$ cat src/rtl/ecc16_enc_arbiter_pkg.sv
// Shared constants and types for the round-robin ECC16 encoder arbiter.
package ecc16_enc_arbiter_pkg;

  localparam int ECC_DATA_W = 16;
  localparam int ECC_PAR_W  = 6;
  localparam int DEF_NREQ   = 4;
  localparam int CNT_W      = 16;

  // Data-bit selection masks for check bits p0..p4
  localparam logic [ECC_DATA_W-1:0] P0_MASK = 16'hAD5B;
  localparam logic [ECC_DATA_W-1:0] P1_MASK = 16'h366D;
  localparam logic [ECC_DATA_W-1:0] P2_MASK = 16'hC78E;
  localparam logic [ECC_DATA_W-1:0] P3_MASK = 16'h07F0;
  localparam logic [ECC_DATA_W-1:0] P4_MASK = 16'hF800;

  typedef logic [ECC_DATA_W-1:0] eccData_t;
  typedef logic [ECC_PAR_W-1:0]  eccPar_t;
  typedef logic [CNT_W-1:0]      wordCnt_t;

endpackage

$ cat src/rtl/ecc16_enc_arbiter_if.sv
// Requester, output-stage and control bundle of the ECC16 encoder arbiter.
interface ecc16_enc_arbiter_if
  import ecc16_enc_arbiter_pkg::*;
  #(parameter int NREQ = DEF_NREQ,
    parameter int IDW  = $clog2(DEF_NREQ))
  ();

  logic [NREQ-1:0]            req_valid;
  logic [ECC_DATA_W*NREQ-1:0] req_data;
  logic [NREQ-1:0]            req_ready;
  logic                       out_valid;
  logic                       out_ready;
  eccData_t                   out_data;
  eccPar_t                    out_parity;
  logic [IDW-1:0]             out_id;
  logic                       inject_err;
  logic                       count_clr;
  wordCnt_t                   word_count;

  modport master (
    output req_valid, req_data, out_ready, inject_err, count_clr,
    input  req_ready, out_valid, out_data, out_parity, out_id, word_count
  );

  modport slave (
    input  req_valid, req_data, out_ready, inject_err, count_clr,
    output req_ready, out_valid, out_data, out_parity, out_id, word_count
  );

endinterface

$ cat src/rtl/ecc16_enc_arbiter_encoder.sv
// 16-data / 6-check-bit ECC encoder, purely combinational.
module ecc16_encoder
  import ecc16_enc_arbiter_pkg::*;
  (
    input  eccData_t data_i,
    output eccPar_t  parity_o
  );

  logic [4:0] partial;

  // p0..p4 are masked XOR reductions; p5 covers all data bits plus p0..p4
  always_comb begin
    partial[0] = ^(data_i & P0_MASK);
    partial[1] = ^(data_i & P1_MASK);
    partial[2] = ^(data_i & P2_MASK);
    partial[3] = ^(data_i & P3_MASK);
    partial[4] = ^(data_i & P4_MASK);
    parity_o   = {(^data_i) ^ (^partial), partial};
  end

endmodule

$ cat src/rtl/ecc16_enc_arbiter.sv
// Round-robin arbiter sharing one ECC16 encoder among NREQ requesters,
// with a single-entry output stage, one-shot error injection and a
// saturating handshake counter.
module ecc16_enc_arbiter
  import ecc16_enc_arbiter_pkg::*;
  #(parameter int NREQ = DEF_NREQ,
    parameter int IDW  = $clog2(DEF_NREQ))
  (
    input logic clock,
    input logic reset_n,
    ecc16_enc_arbiter_if.slave bus
  );

  logic            load;
  logic            anyGrant;
  logic [IDW-1:0]  grantIdx;
  logic [IDW-1:0]  candIdx;
  logic [NREQ-1:0] grantOneHot;
  eccData_t        grantData;
  eccPar_t         grantParity;

  logic           outValid_q,  outValid_d;
  eccData_t       outData_q,   outData_d;
  eccPar_t        outParity_q, outParity_d;
  logic [IDW-1:0] outId_q,     outId_d;
  logic [IDW-1:0] rrPtr_q,     rrPtr_d;
  logic           errArmed_q,  errArmed_d;
  wordCnt_t       wordCount_q, wordCount_d;

  assign load = !outValid_q || bus.out_ready;

  // Search for the first valid requester starting at rrPtr_q, wrapping round
  always_comb begin
    anyGrant = 1'b0;
    grantIdx = '0;
    candIdx  = '0;
    for (int k = 0; k < NREQ; k++) begin
      candIdx = IDW'((int'(rrPtr_q) + k) % NREQ);
      if (!anyGrant && bus.req_valid[candIdx]) begin
        anyGrant = 1'b1;
        grantIdx = candIdx;
      end
    end
    if (!load) begin
      anyGrant = 1'b0;
    end
  end

  // One-hot accept towards the winner, only when the output stage can load
  always_comb begin
    grantOneHot = '0;
    if (anyGrant) begin
      grantOneHot[grantIdx] = 1'b1;
    end
  end

  assign grantData = bus.req_data[ECC_DATA_W*int'(grantIdx) +: ECC_DATA_W];

  ecc16_encoder uEncoder (
    .data_i   (grantData),
    .parity_o (grantParity)
  );

  // Output stage, pointer and injection next state; parity sees clean data
  always_comb begin
    outValid_d  = outValid_q;
    outData_d   = outData_q;
    outParity_d = outParity_q;
    outId_d     = outId_q;
    rrPtr_d     = rrPtr_q;
    errArmed_d  = errArmed_q;
    if (load) begin
      if (anyGrant) begin
        outValid_d  = 1'b1;
        outData_d   = grantData ^ {{(ECC_DATA_W-1){1'b0}}, errArmed_q};
        outParity_d = grantParity;
        outId_d     = grantIdx;
        rrPtr_d     = (grantIdx == IDW'(NREQ-1)) ? '0 : grantIdx + IDW'(1);
      end else begin
        outValid_d  = 1'b0;
      end
    end
    if (anyGrant && errArmed_q) begin
      errArmed_d = bus.inject_err;
    end else if (bus.inject_err) begin
      errArmed_d = 1'b1;
    end
  end

  // Handshake counter: clear wins, otherwise count and stick at all-ones
  always_comb begin
    wordCount_d = wordCount_q;
    if (bus.count_clr) begin
      wordCount_d = '0;
    end else if (outValid_q && bus.out_ready && (wordCount_q != '1)) begin
      wordCount_d = wordCount_q + CNT_W'(1);
    end
  end

  // State registers with immediate asynchronous clear
  always_ff @(posedge clock or negedge reset_n) begin
    if (!reset_n) begin
      outValid_q  <= 1'b0;
      outData_q   <= '0;
      outParity_q <= '0;
      outId_q     <= '0;
      rrPtr_q     <= '0;
      errArmed_q  <= 1'b0;
      wordCount_q <= '0;
    end else begin
      outValid_q  <= outValid_d;
      outData_q   <= outData_d;
      outParity_q <= outParity_d;
      outId_q     <= outId_d;
      rrPtr_q     <= rrPtr_d;
      errArmed_q  <= errArmed_d;
      wordCount_q <= wordCount_d;
    end
  end

  assign bus.req_ready  = grantOneHot;
  assign bus.out_valid  = outValid_q;
  assign bus.out_data   = outData_q;
  assign bus.out_parity = outParity_q;
  assign bus.out_id     = outId_q;
  assign bus.word_count = wordCount_q;

endmodule

$ cat src/flat_wrapper.sv
// flat-port wrapper written by rule: the top's interface ports become plain ports
module ecc16_enc_arbiter_flat import ecc16_enc_arbiter_pkg::*;
#(parameter int NREQ = DEF_NREQ,
    parameter int IDW  = $clog2(DEF_NREQ))
  (clock, reset_n, bus_req_valid, bus_req_data, bus_out_ready, bus_inject_err, bus_count_clr, bus_req_ready, bus_out_valid, bus_out_data, bus_out_parity, bus_out_id, bus_word_count);
  ecc16_enc_arbiter_if #(.NREQ(NREQ), .IDW(IDW)) bus_i ();
  input logic clock;
  input logic reset_n;
  input wire logic [$bits(bus_i.req_valid)-1:0] bus_req_valid;
  input wire logic [$bits(bus_i.req_data)-1:0] bus_req_data;
  input wire logic [$bits(bus_i.out_ready)-1:0] bus_out_ready;
  input wire logic [$bits(bus_i.inject_err)-1:0] bus_inject_err;
  input wire logic [$bits(bus_i.count_clr)-1:0] bus_count_clr;
  output wire logic [$bits(bus_i.req_ready)-1:0] bus_req_ready;
  output wire logic [$bits(bus_i.out_valid)-1:0] bus_out_valid;
  output wire logic [$bits(bus_i.out_data)-1:0] bus_out_data;
  output wire logic [$bits(bus_i.out_parity)-1:0] bus_out_parity;
  output wire logic [$bits(bus_i.out_id)-1:0] bus_out_id;
  output wire logic [$bits(bus_i.word_count)-1:0] bus_word_count;
  assign bus_i.req_valid = bus_req_valid;
  assign bus_i.req_data = bus_req_data;
  assign bus_i.out_ready = bus_out_ready;
  assign bus_i.inject_err = bus_inject_err;
  assign bus_i.count_clr = bus_count_clr;
  assign bus_req_ready = bus_i.req_ready;
  assign bus_out_valid = bus_i.out_valid;
  assign bus_out_data = bus_i.out_data;
  assign bus_out_parity = bus_i.out_parity;
  assign bus_out_id = bus_i.out_id;
  assign bus_word_count = bus_i.word_count;
  ecc16_enc_arbiter #(.NREQ(NREQ), .IDW(IDW)) u_core (.clock(clock), .reset_n(reset_n), .bus(bus_i));
endmodule
$ cat config.mk
export PLATFORM = sky130hd
export DESIGN_NAME = ecc16_enc_arbiter_flat
export DESIGN_NICKNAME = d
export VERILOG_FILES = /design/src/rtl/ecc16_enc_arbiter_pkg.sv /design/src/rtl/ecc16_enc_arbiter_if.sv /design/src/rtl/ecc16_enc_arbiter_encoder.sv /design/src/rtl/ecc16_enc_arbiter.sv /design/src/flat_wrapper.sv
export SDC_FILE = /design/constraint.sdc
export NUM_CORES = 1
export LEC_CHECK = 0
export BUFFER_PORTS_ARGS = -buffer_cell sky130_fd_sc_hd__buf_2
export CAP_MARGIN = 20
export CORE_AREA = 2 2 117 107
export CTS_CLUSTER_DIAMETER = 120
export CTS_CLUSTER_SIZE = 25
export DETAILED_ROUTE_END_ITERATION = 12
export DIE_AREA = 0 0 119 109
export SKIP_CTS_REPAIR_TIMING = 1
export SLEW_MARGIN = 20
export SYNTH_ARGS = -nofsm -noshare
export SYNTH_HDL_FRONTEND = slang
export SYNTH_SLANG_ARGS = --single-unit
export TNS_END_PERCENT = 30
$ cat constraint.sdc
create_clock -name clock -period 3.95 [get_ports clock]
set_input_delay 0.1975 -clock clock [delete_from_list [all_inputs] [get_ports clock]]
set_output_delay 0.1975 -clock clock [all_outputs]
set_load 0.005 [all_outputs]
## After elaboration in Yosys (flattened, before gate mapping)

Index checks and enable logic that the tools add are counted.

| operators by class | value |
|---|---|
| shifts and indexed selects | 1 |
| bitwise gates (word level) | 2 |
| mux-type cells | 26 |
| equal/unequal tests | 2 |
| reductions and logical operators | 22 |
| add/sub/neg operators | 5 |
| $lt $le $gt $ge | 6 |

Operators by type and width:

| operator | number |
|---|---|
| 16-bit XOR reduction | 6 |
| 64-bit by 7-bit indexed part select with 16-bit output | 1 |
| 16-bit two-way mux | 2 |
| 16-bit by 1-bit adder with 16-bit output (second input constant) | 1 |
| 16-bit inequality test (second input constant) | 1 |
| 16-bit by 1-bit bitwise XOR with 16-bit output | 1 |
| 2-bit by 3-bit < comparator with 1-bit output (second input constant) | 5 |
| 1-bit two-way mux | 13 |
| 2-bit two-way mux | 5 |
| 1-bit binary-select mux with 2-bit select | 4 |
| 1-bit logical AND | 7 |
| 5-bit XOR reduction | 1 |
| 2-bit by 1-bit adder with 2-bit output (second input constant) | 2 |
| 2-bit adder (second input constant) | 2 |
| 1-bit logical NOT | 4 |
| 4-bit two-way mux | 1 |
| 2-bit nonzero test | 2 |
| 1-bit demux with 2-bit select | 1 |
| 2-bit == test (second input constant) | 1 |
| 2-bit by 1-bit >= comparator with 1-bit output (second input constant) | 1 |
| 2-bit AND reduction | 1 |
| 1-bit logical OR | 1 |
| 1-bit bitwise XOR | 1 |

| word-level totals | value |
|---|---|
| output and inout port bits | 45 |
| register bits | 44 |

## Depth between registers and ports, before layout

Gate-level depths: netlist (run 1).

| logic depth | value |
|---|---|
| depth in word-level cells | 17 |
| mapped depth | 12 |
| mapped depth without buffers | 11 |

## Hierarchy

From an unflattened synthesis (run 1), not the netlist that was laid out.

| unflattened totals | value |
|---|---|
| cell total of the unflattened synthesis | 280 |
| area, all modules | 2,936.6 um2 |

Modules (own cells, without submodules):

| module | area each (um2) | cells each | times used | seq. area each (um2) |
|---|---|---|---|---|
| ecc16_enc_arbiter | 2,591.2 | 253 | 1 | 1,101.1 |
| ecc16_encoder | 345.3 | 27 | 1 | 0.0 |

## Worst setup path before layout (run 1)

Ideal clock, no wire load.

| timing path | value |
|---|---|
| kind | reg-to-reg |
| start point | register u_core.rrPtr_q[1] |
| end point | register u_core.outParity_q[5] (netlist: u_core.bus.out_parity[5]) |
| path slack | 0.871 ns |
| path buffers | 1 |
| cell stages (with the launch flop) | 11 |
| data required time | 3.873 ns |
| arrival time | 3.002 ns |
| setup time | 0.077 ns |
| period minus slack after synthesis | 3.079 ns |
| cells stage by stage | dfrtp_1 -> or4_4 -> buf_4 -> a21boi_0 -> o32ai_4 -> xnor2_1 -> xnor3_1 -> xnor3_1 -> xnor2_1 -> xnor3_1 -> o21ai_1 |

| between the ends | value |
|---|---|
| word-level cells in the longest chain between the ends | 16 |

RTL lines:

| item | RTL line | RTL |
|---|---|---|
| start: declaration | ecc16_enc_arbiter.sv:26 | `logic [IDW-1:0] rrPtr_q, rrPtr_d;` |
| start signal: assignment | ecc16_enc_arbiter.sv:115 | `rrPtr_q <= rrPtr_d;` |
| branches (longest 16 deep; another with 2-bit by 1-bit adder with 2-bit output) | n/a |  |
| end signal: assignment | ecc16_enc_arbiter.sv:113 | `outParity_q <= outParity_d;` |
| end: declaration | ecc16_enc_arbiter.sv:24 | `eccPar_t outParity_q, outParity_d;` |

Several ways; the timed one is not identified. The select of a mux whose other input is x is not followed.
A chain may end at the register's enable or synchronous reset.

## Worst setup path in the final report (run 1)

Ends and elaborated chain as after synthesis.

==> flow_summary.toml, run 1 <==
[run_status]
outcome = "completed"

[placed_design]
dpl.hpwl_mm = 7.12
gp_congestion = 0.889
io_buffer_count = 117
placed_area_mm2 = 0.00373

[yosys]
synthCells = 319
synth_area_leaders = "dfrtp_1 37%, nand2_1 6.6%, xnor2_1 5.0%"
yosysSeqAreaShare = 0.367
synth_area_mm2 = 0.00300
synth_top_area_frac = 0.367
mappedNetlistNets = 397
ys_types = 55
synth.ff_latch_count = 44
synth_warnings = 0
synth_top_flop_cell = "dfrtp_1"
avgSynthCellArea_um2 = 9.41
synthArstFlopShare = 1.00
yosysTopAreaCell = "dfrtp_1"
synth_enable_flop_cells = 0

[finish]
fin_nets = 508
num-fill-cells = 1229
area_delta_synth_final_pct = 29.8
final_cell_mix = "116 x buf_2, 53 x nand2_1, 44 x dfrtp_1"
drive_above_1_share = 0.369
design_area_mm2 = 0.00389
layout_commonest_cell = "buf_2"
n_antenna_cell = 0

[worst_setup_path]
critPathArrivalTime_ps = 3770
r2r-end = "u_core.bus.out_parity[5]$_DFFE_PN0P_"
worstSetupPathType = "flop to flop"
regToRegStartpoint = "u_core.rrPtr_q[1]$_DFFE_PN0P_"
end_kind = "flop"
worstPathMaxFanout = 23
r2r_cells = 10
cp-start-kind = "flop"
regToRegSetupSlack_ps = 390
cp.required_ps = 4170

[die]
core_mm2 = 0.0118
dieArea_mm2 = 0.0130
ios = 118
dieHeight_um = 109
placementRows = 38
initial_core_util = 0.253
die_x_um = 119

[grt]
grt_max_degree = 52
grt_usage = 0.138
grt_pass1_wl_mm = 14.0
grt_pass1_vias = 2754
overflow = 0
antenna_found_initial = 0

[sta]
slew_headroom = 0.619
slew_viol_final = 0
fmax_mhz = 281
clock_skew_ps = 9.06
setup_viol = 0
worstMarginPinSlew_ps = 572
finalCriticalPeriod_ps = 3560
hold_violations = 0
finalSetupTns_ps = 0
rsz0062_at_grt = "false"
whs_ps = 90.1
fin_crit_sh = 0.901

[min_path]
min_path_cells = 2
min_from = "bus_inject_err"
min_to = "u_core.errArmed_q$_DFFE_PN0P_"
hp-class = "input port to flop"

[power_and_ir_drop]
p_per_area_mw_per_mm2 = 922
finalPower_mw = 3.59
leakagePower_nw = 1.89
ir_worst_vdd_v = 0.000784

[clock_tree]
clock_path_buffers = 2
insertion_delay_ps = 290
cts_tree = "yes"
cts-htree-levels = 2
path_clk_slew_ps = 70
cts_buffers = 5
cts_num_sinks = 44
cts-root-buf = "clkbuf_16"

[route]
drt_iter0_markers = 169
detail_route.first_pass.iterations = 7
wl_per_cell_um = 15.0
postRouteAntennaNets = 0
dr_total_vias = 2718
vias_per_cell = 4.60
remaining_drc_errors = 0
routed_wl_mm = 8.87

[job]
maxCapViolations = 0
synth_stat cells (all sizes together) (3+ instances only):
library cell and count:
nand2 53, xor2 15, nor4 5, a31o 7, buf 10, and3 17
mux2i 3, nand3 11, o21ai 21, a22o 3, mux2 6, a21boi 3
ha 5, a211oi 7, xnor3 6, dfrtp 44, inv 6, clkbuf 9
xnor2 18, a221o 3, nor3b 5, nor2b 5, nor2 23, o32ai 3
a21oi 8
cells by family (layout without fill, tap and decap cells):
logic type,after synthesis,count (layout),share of synthesized area
AOI/OAI and AO/OA,68,68,0.181
xor gates and xnor gates,39,39,0.146
adders and majority gates,5,5,0.0209
buffers and inverters,25,137,0.0409
DFF,44,44,0.367
muxes,9,9,0.0325
and+or+nand+nor,129,129,0.212
critical path, cell delays in order, from the launching register on:
cell and delay [ps]:
dfrtp_1 520, or4_4 720, nand2_1 190, inv_2 160
nand2_1 120, a22o_1 250, xnor3_1 380, xnor3_1 390
xnor2_1 210, xnor3_1 430, o21ai_1 120
layer usage:
layer	track usage	share of wire	vias up
met5	0	0	-
met4	0.0374	0.021	0
met3	0.0392	0.072	14
met2	0.240	0.47	109
met1	0.169	0.43	1244
li1	-	-	1351
area by class of cell:
class	count	area, µm²	share of cell area
well taps	160	200	0.0514
multi-input cells	250	1780	0.458
clock buffers	5	125	0.0321
repair buffers	123	636	0.163
flip-flops and latches	44	1100	0.283
clock inverters	3	25.0	0.00643
inverters	6	22.5	0.00578
stage by stage:
step | setup WS (ps) | util | cells
6_report | 392 | 0.329 | 591
5_1_grt | 140 | 0.329 | 591
4_1_cts | 387 | 0.328 | 590
3_5_place_dp | 405 | 0.315 | 582
3_3_place_gp | 463 | 0.315 | 582
2_1_floorplan | 871 | - | 319
worst max-delay path by stage:
stage / start / endpoint / slack [ps] / cells after the start
after global routing: u_core.rrPtr_q[1]$_DFFE_PN0P_ / u_core.bus.out_parity[5]$_DFFE_PN0P_ / 140 / 10
final: u_core.rrPtr_q[1]$_DFFE_PN0P_ / u_core.bus.out_parity[5]$_DFFE_PN0P_ / 390 / 10
after CTS: u_core.rrPtr_q[1]$_DFFE_PN0P_ / u_core.bus.out_parity[5]$_DFFE_PN0P_ / 390 / 10
after global placement: u_core.rrPtr_q[1]$_DFFE_PN0P_ / u_core.bus.out_parity[5]$_DFFE_PN0P_ / 460 / 10
after floorplan: u_core.rrPtr_q[1]$_DFFE_PN0P_ / u_core.bus.out_parity[5]$_DFFE_PN0P_ / 870 / 10
after detailed placement: u_core.rrPtr_q[1]$_DFFE_PN0P_ / u_core.bus.out_parity[5]$_DFFE_PN0P_ / 400 / 8
flip-flops by register name, indices dropped and copies added (netlist names):
signal                 count
u_core.bus.out_id          2
u_core.bus.out_parity      6
u_core.bus.out_valid       1
u_core.bus.word_count     16
u_core.errArmed_q          1
u_core.rrPtr_q             2
u_core.bus.out_data       16
power by group:
part	internal [mW]	switching [mW]
Sequential	0.599	0.0920
Clock	0.239	0.187
Combinational	1.37	1.11
Power figures use the tool's default switching activity.
==> run 2, diff against run 1 <==
--- a/config.mk
+++ b/config.mk
@@ -7,11 +7,12 @@
 export LEC_CHECK = 0
 export BUFFER_PORTS_ARGS = -buffer_cell sky130_fd_sc_hd__buf_2
 export CAP_MARGIN = 20
-export CORE_AREA = 2 2 117 107
+export CORE_AREA = 3 3 87 81
 export CTS_CLUSTER_DIAMETER = 120
 export CTS_CLUSTER_SIZE = 25
 export DETAILED_ROUTE_END_ITERATION = 12
-export DIE_AREA = 0 0 119 109
+export DIE_AREA = 0 0 90 84
+export PLACE_DENSITY = 0.78
 export SKIP_CTS_REPAIR_TIMING = 1
 export SLEW_MARGIN = 20
 export SYNTH_ARGS = -nofsm -noshare
==> flow_summary.toml, run 2 (same netlist as run 1, synthesis figures left out) <==
[finish]
fin_nets = 508
n_antenna_cell = 0
final_cell_mix = "116 x buf_2, 53 x nand2_1, 44 x dfrtp_1"
layout_commonest_cell = "buf_2"
area_delta_synth_final_pct = 25.0
drive_above_1_share = 0.366
num-fill-cells = 570

[worst_setup_path]
cp.required_ps = 4170
critPathArrivalTime_ps = 3900
regToRegStartpoint = "u_core.rrPtr_q[1]$_DFFE_PN0P_"
cp-start-kind = "flop"
r2r_cells = 10
regToRegSetupSlack_ps = 270
end_kind = "flop"
worstPathMaxFanout = 23
r2r-end = "u_core.bus.out_parity[5]$_DFFE_PN0P_"
worstSetupPathType = "flop to flop"

[grt]
antenna_found_initial = 0
grt_pass1_wl_mm = 13.0
overflow = 0
grt_pass1_vias = 2673
grt_usage = 0.207
grt_max_degree = 52

[route]
vias_per_cell = 5.25
remaining_drc_errors = 0
postRouteAntennaNets = 0
dr_total_vias = 2711
detail_route.first_pass.iterations = 4
wl_per_cell_um = 15.4
routed_wl_mm = 7.97
drt_iter0_markers = 140

[die]
placementRows = 27
die_x_um = 90
dieHeight_um = 84
ios = 118
initial_core_util = 0.488
core_mm2 = 0.00615
dieArea_mm2 = 0.00756

[min_path]
min_path_cells = 2
hp-class = "input port to flop"
min_from = "bus_inject_err"
min_to = "u_core.errArmed_q$_DFFE_PN0P_"

[sta]
rsz0062_at_grt = "false"
fmax_mhz = 272
clock_skew_ps = 10.8
slew_viol_final = 0
finalSetupTns_ps = 0
finalCriticalPeriod_ps = 3680
fin_crit_sh = 0.932
hold_violations = 0
slew_headroom = 0.623
setup_viol = 0
worstMarginPinSlew_ps = 566

[clock_tree]
path_clk_slew_ps = 90
cts_tree = "yes"
cts-root-buf = "clkbuf_8"
clock_path_buffers = 2
insertion_delay_ps = 300
cts_buffers = 5
cts_num_sinks = 44
cts-htree-levels = 2

[run_status]
outcome = "completed"

[placed_design]
dpl.hpwl_mm = 6.13
gp_congestion = 0.792
io_buffer_count = 117

[power_and_ir_drop]
leakagePower_nw = 1.87
finalPower_mw = 3.47
p_per_area_mw_per_mm2 = 926
ir_worst_vdd_v = 0.000691

[job]
maxCapViolations = 0
-- run 2: how the worst max path moves through the flow --
stage / startpoint / to / slack [ps] / cells past startpoint
2_1_floorplan: u_core.rrPtr_q[1]$_DFFE_PN0P_ / u_core.bus.out_parity[5]$_DFFE_PN0P_ / 870 / 10
3_3_place_gp: u_core.rrPtr_q[1]$_DFFE_PN0P_ / u_core.bus.out_parity[5]$_DFFE_PN0P_ / 460 / 8
3_5_place_dp: u_core.rrPtr_q[1]$_DFFE_PN0P_ / u_core.bus.out_parity[5]$_DFFE_PN0P_ / 320 / 8
4_1_cts: u_core.rrPtr_q[1]$_DFFE_PN0P_ / u_core.bus.out_parity[5]$_DFFE_PN0P_ / 280 / 8
5_1_grt: u_core.rrPtr_q[1]$_DFFE_PN0P_ / u_core.bus.out_parity[5]$_DFFE_PN0P_ / 70 / 10
6_report: u_core.rrPtr_q[1]$_DFFE_PN0P_ / u_core.bus.out_parity[5]$_DFFE_PN0P_ / 270 / 10
-- run 2: layer usage --
layer / global-route usage / part of all wire / vias to the layer above
met5: 0 / 0 / -
met4: 0.0306 / 0.0045 / 0
met3: 0.0523 / 0.063 / 5
met2: 0.353 / 0.49 / 93
met1: 0.273 / 0.44 / 1267
li1: - / - / 1346
-- run 2: metrics by stage --
| stage | util | cell area, µm² | hold slack [ps] | setup WS [ps] | std cells |
|---|---|---|---|---|---|
| final | 0.610 | 3750 | 78.3 | 269 | 516 |
| after global routing | 0.610 | 3750 | 79.6 | 70.4 | 516 |
| after CTS | 0.608 | 3740 | 72.5 | 280 | 515 |
| after detailed placement | 0.592 | 3640 | 385 | 321 | 509 |
| after global placement | 0.592 | 3640 | 379 | 464 | 509 |
| after floorplan | - | 3000 | -98.1 | 871 | 319 |
-- run 2: power breakdown --
group          leakage, nW  internal (mW)  switching [mW]  total, mW
sequential           0.555          0.598          0.0888      0.687
combinational         1.26           1.37            1.09       2.46
clock               0.0501          0.182           0.150      0.332
-- run 2: worst max-delay path: stages (launching register included) --
cell and delay (ps):
dfrtp_1 540, or4_4 730, nand2_1 250, inv_2 200
nand2_1 110, a22o_1 230, xnor3_1 380, xnor3_1 390
xnor2_1 220, xnor3_1 430, o21ai_1 120
-- run 2: cell type report --
| cell class | instances | area (µm²) | area share |
|---|---|---|---|
| clock inverters | 1 | 30.0 | 0.00801 |
| repair buffers | 123 | 636 | 0.169 |
| well taps | 87 | 109 | 0.0290 |
| clock buffers | 5 | 68.8 | 0.0183 |
| flip-flops and latches | 44 | 1100 | 0.294 |
| inverters | 6 | 22.5 | 0.00600 |
| multi-input cells | 250 | 1780 | 0.476 |
==> run 3, diff against run 2 <==
--- a/config.mk
+++ b/config.mk
@@ -13,6 +13,7 @@
 export DETAILED_ROUTE_END_ITERATION = 12
 export DIE_AREA = 0 0 90 84
 export PLACE_DENSITY = 0.78
+export RECOVER_POWER = 25
 export SKIP_CTS_REPAIR_TIMING = 1
 export SLEW_MARGIN = 20
 export SYNTH_ARGS = -nofsm -noshare
==> flow_summary.toml, run 3 (same netlist as run 1, synthesis figures left out) <==
[die]
die_x_um = 90
placementRows = 27
dieArea_mm2 = 0.00756
dieHeight_um = 84
ios = 118
initial_core_util = 0.488
core_mm2 = 0.00615

[clock_tree]
cts_num_sinks = 44
path_clk_slew_ps = 90
cts-root-buf = "clkbuf_8"
cts-htree-levels = 2
insertion_delay_ps = 300
cts_buffers = 5
cts_tree = "yes"
clock_path_buffers = 2

[finish]
final_cell_mix = "116 x buf_2, 53 x nand2_1, 44 x dfrtp_1"
fin_nets = 508
drive_above_1_share = 0.364
n_antenna_cell = 0
layout_commonest_cell = "buf_2"
regArea_mm2 = 0.00110
final-instance-count-excl-fill = 516
area_delta_synth_final_pct = 24.9
multiInputGateArea_mm2 = 0.00178
num-fill-cells = 570

[power_and_ir_drop]
switching_share = 0.382
p_int_mw = 2.15
power_frac_comb = 0.707
net-switching-power_mw = 1.33
ir_worst_vdd_v = 0.000691
power_frac_seq = 0.198
leakagePower_nw = 1.86
p_clk_frac = 0.095
p_per_area_mw_per_mm2 = 927

[grt]
overflow = 0
antenna_found_initial = 0
grt_pass1_wl_mm = 13.0
grt_usage = 0.207
grt_pass1_vias = 2673
grt_max_degree = 52

[route]
routed_wl_mm = 7.97
remaining_drc_errors = 0
vias_per_cell = 5.25
wl_per_cell_um = 15.4
postRouteAntennaNets = 0
detail_route.first_pass.iterations = 4
dr_total_vias = 2711
drt_iter0_markers = 140

[worst_setup_path]
cp.required_ps = 4170
end_kind = "flop"
critPathArrivalTime_ps = 3900
slowest_delay_ps = 730
worst_path_max_delay_cell = "or4_4"
worstPathMaxFanout = 23
cp-start-kind = "flop"
crit_chain = "or4_4 -> nand2_1 -> inv_2 -> nand2_1 -> a22o_1 -> xnor3_1 -> xnor3_1 -> xnor2_1 -> xnor3_1 -> o21ai_1"
worstSetupPathType = "flop to flop"
cp_common_cell = "xnor3_1"

[sta]
fin_crit_sh = 0.932
fmax_mhz = 272
rsz0062_at_grt = "false"
setup_viol = 0
finalSetupTns_ps = 0
finalCriticalPeriod_ps = 3680
worstMarginPinSlew_ps = 2390
hold_violations = 0
slew_viol_final = 45
clock_skew_ps = 10.8
slew_headroom = -0.591
whs_ps = 78.3

[placed_design]
gp_congestion = 0.792
dp_cells = 509
dpl.hpwl_mm = 6.13
io_buffer_count = 117

[job]
maxCapViolations = 1

[min_path]
hp-class = "input port to flop"

[run_status]
failed_checks = "capacitance limit, slew limit"
outcome = "finished, violations left"
-- run 3: cell count changes in the layout (fill, tap and decap cells not counted) --
cell	change
clkbuf_1	+1
buf_4	-1
-- run 3: critical path: cells and delay by family, from the launching register on --
kind / cells / cell delay, ps
buf+inv: 1 / 200
compound gates: 2 / 350
xor+xnor: 4 / 1420
simple gates: 3 / 1090
flops: 1 / 540
-- run 3: final timing paths --
kind	start	end	slack [ps]	cells after the start
setup reg to reg	u_core.rrPtr_q[1]$_DFFE_PN0P_	u_core.bus.out_parity[5]$_DFFE_PN0P_	270	10
setup / recovery	u_core.rrPtr_q[1]$_DFFE_PN0P_	u_core.bus.out_parity[5]$_DFFE_PN0P_	270	10
hold reg to reg	u_core.bus.out_data[11]$_DFFE_PN0P_	u_core.bus.out_data[11]$_DFFE_PN0P_	480	2
min in group asynchronous	reset_n	u_core.errArmed_q$_DFFE_PN0P_	1170	2
hold / removal	bus_inject_err	u_core.errArmed_q$_DFFE_PN0P_	80	2
max in group asynchronous	reset_n	u_core.bus.out_data[13]$_DFFE_PN0P_	1430	2
-- run 3: power by group through the flow --
stage / combinational [mW] / sequential (mW) / clock [mW]
finish: 2.46 / 0.687 / 0.332
detailed placement: 2.46 / 0.694 / 0
global route: 2.67 / 0.703 / 0.359
floorplan: 1.97 / 0.685 / 0
CTS: 2.47 / 0.685 / 0.339
global placement: 2.37 / 0.690 / 0
-- run 3: cell type report --
class / count / share of cell area
clock buffers: 5 / 0.0184
flip-flops and latches: 44 / 0.294
repair buffers: 123 / 0.169
well taps: 87 / 0.0290
multi-input cells: 250 / 0.476
inverters: 6 / 0.00601
clock inverters: 1 / 0.00801
-- run 3: per-layer routing --
layer / vias up / track usage / share of wire
met1: 1267 / 0.273 / 0.44
met2: 93 / 0.353 / 0.49
met3: 5 / 0.0523 / 0.063
li1: 1346 / - / -
met4: 0 / 0.0306 / 0.0045
met5: - / 0 / 0
-- run 3: metrics by stage --
| stage | power, mW | util | area (µm²) | worst slack, ps |
|---|---|---|---|---|
| 3_3_place_gp | 3.06 | 0.592 | 3640 | 464 |
| 2_1_floorplan | 2.66 | - | 3000 | 871 |
| 5_1_grt | 3.73 | 0.609 | 3750 | 70.4 |
| 4_1_cts | 3.50 | 0.608 | 3740 | 280 |
| 3_5_place_dp | 3.16 | 0.592 | 3640 | 321 |
| 6_report | 3.47 | 0.609 | 3750 | 269 |
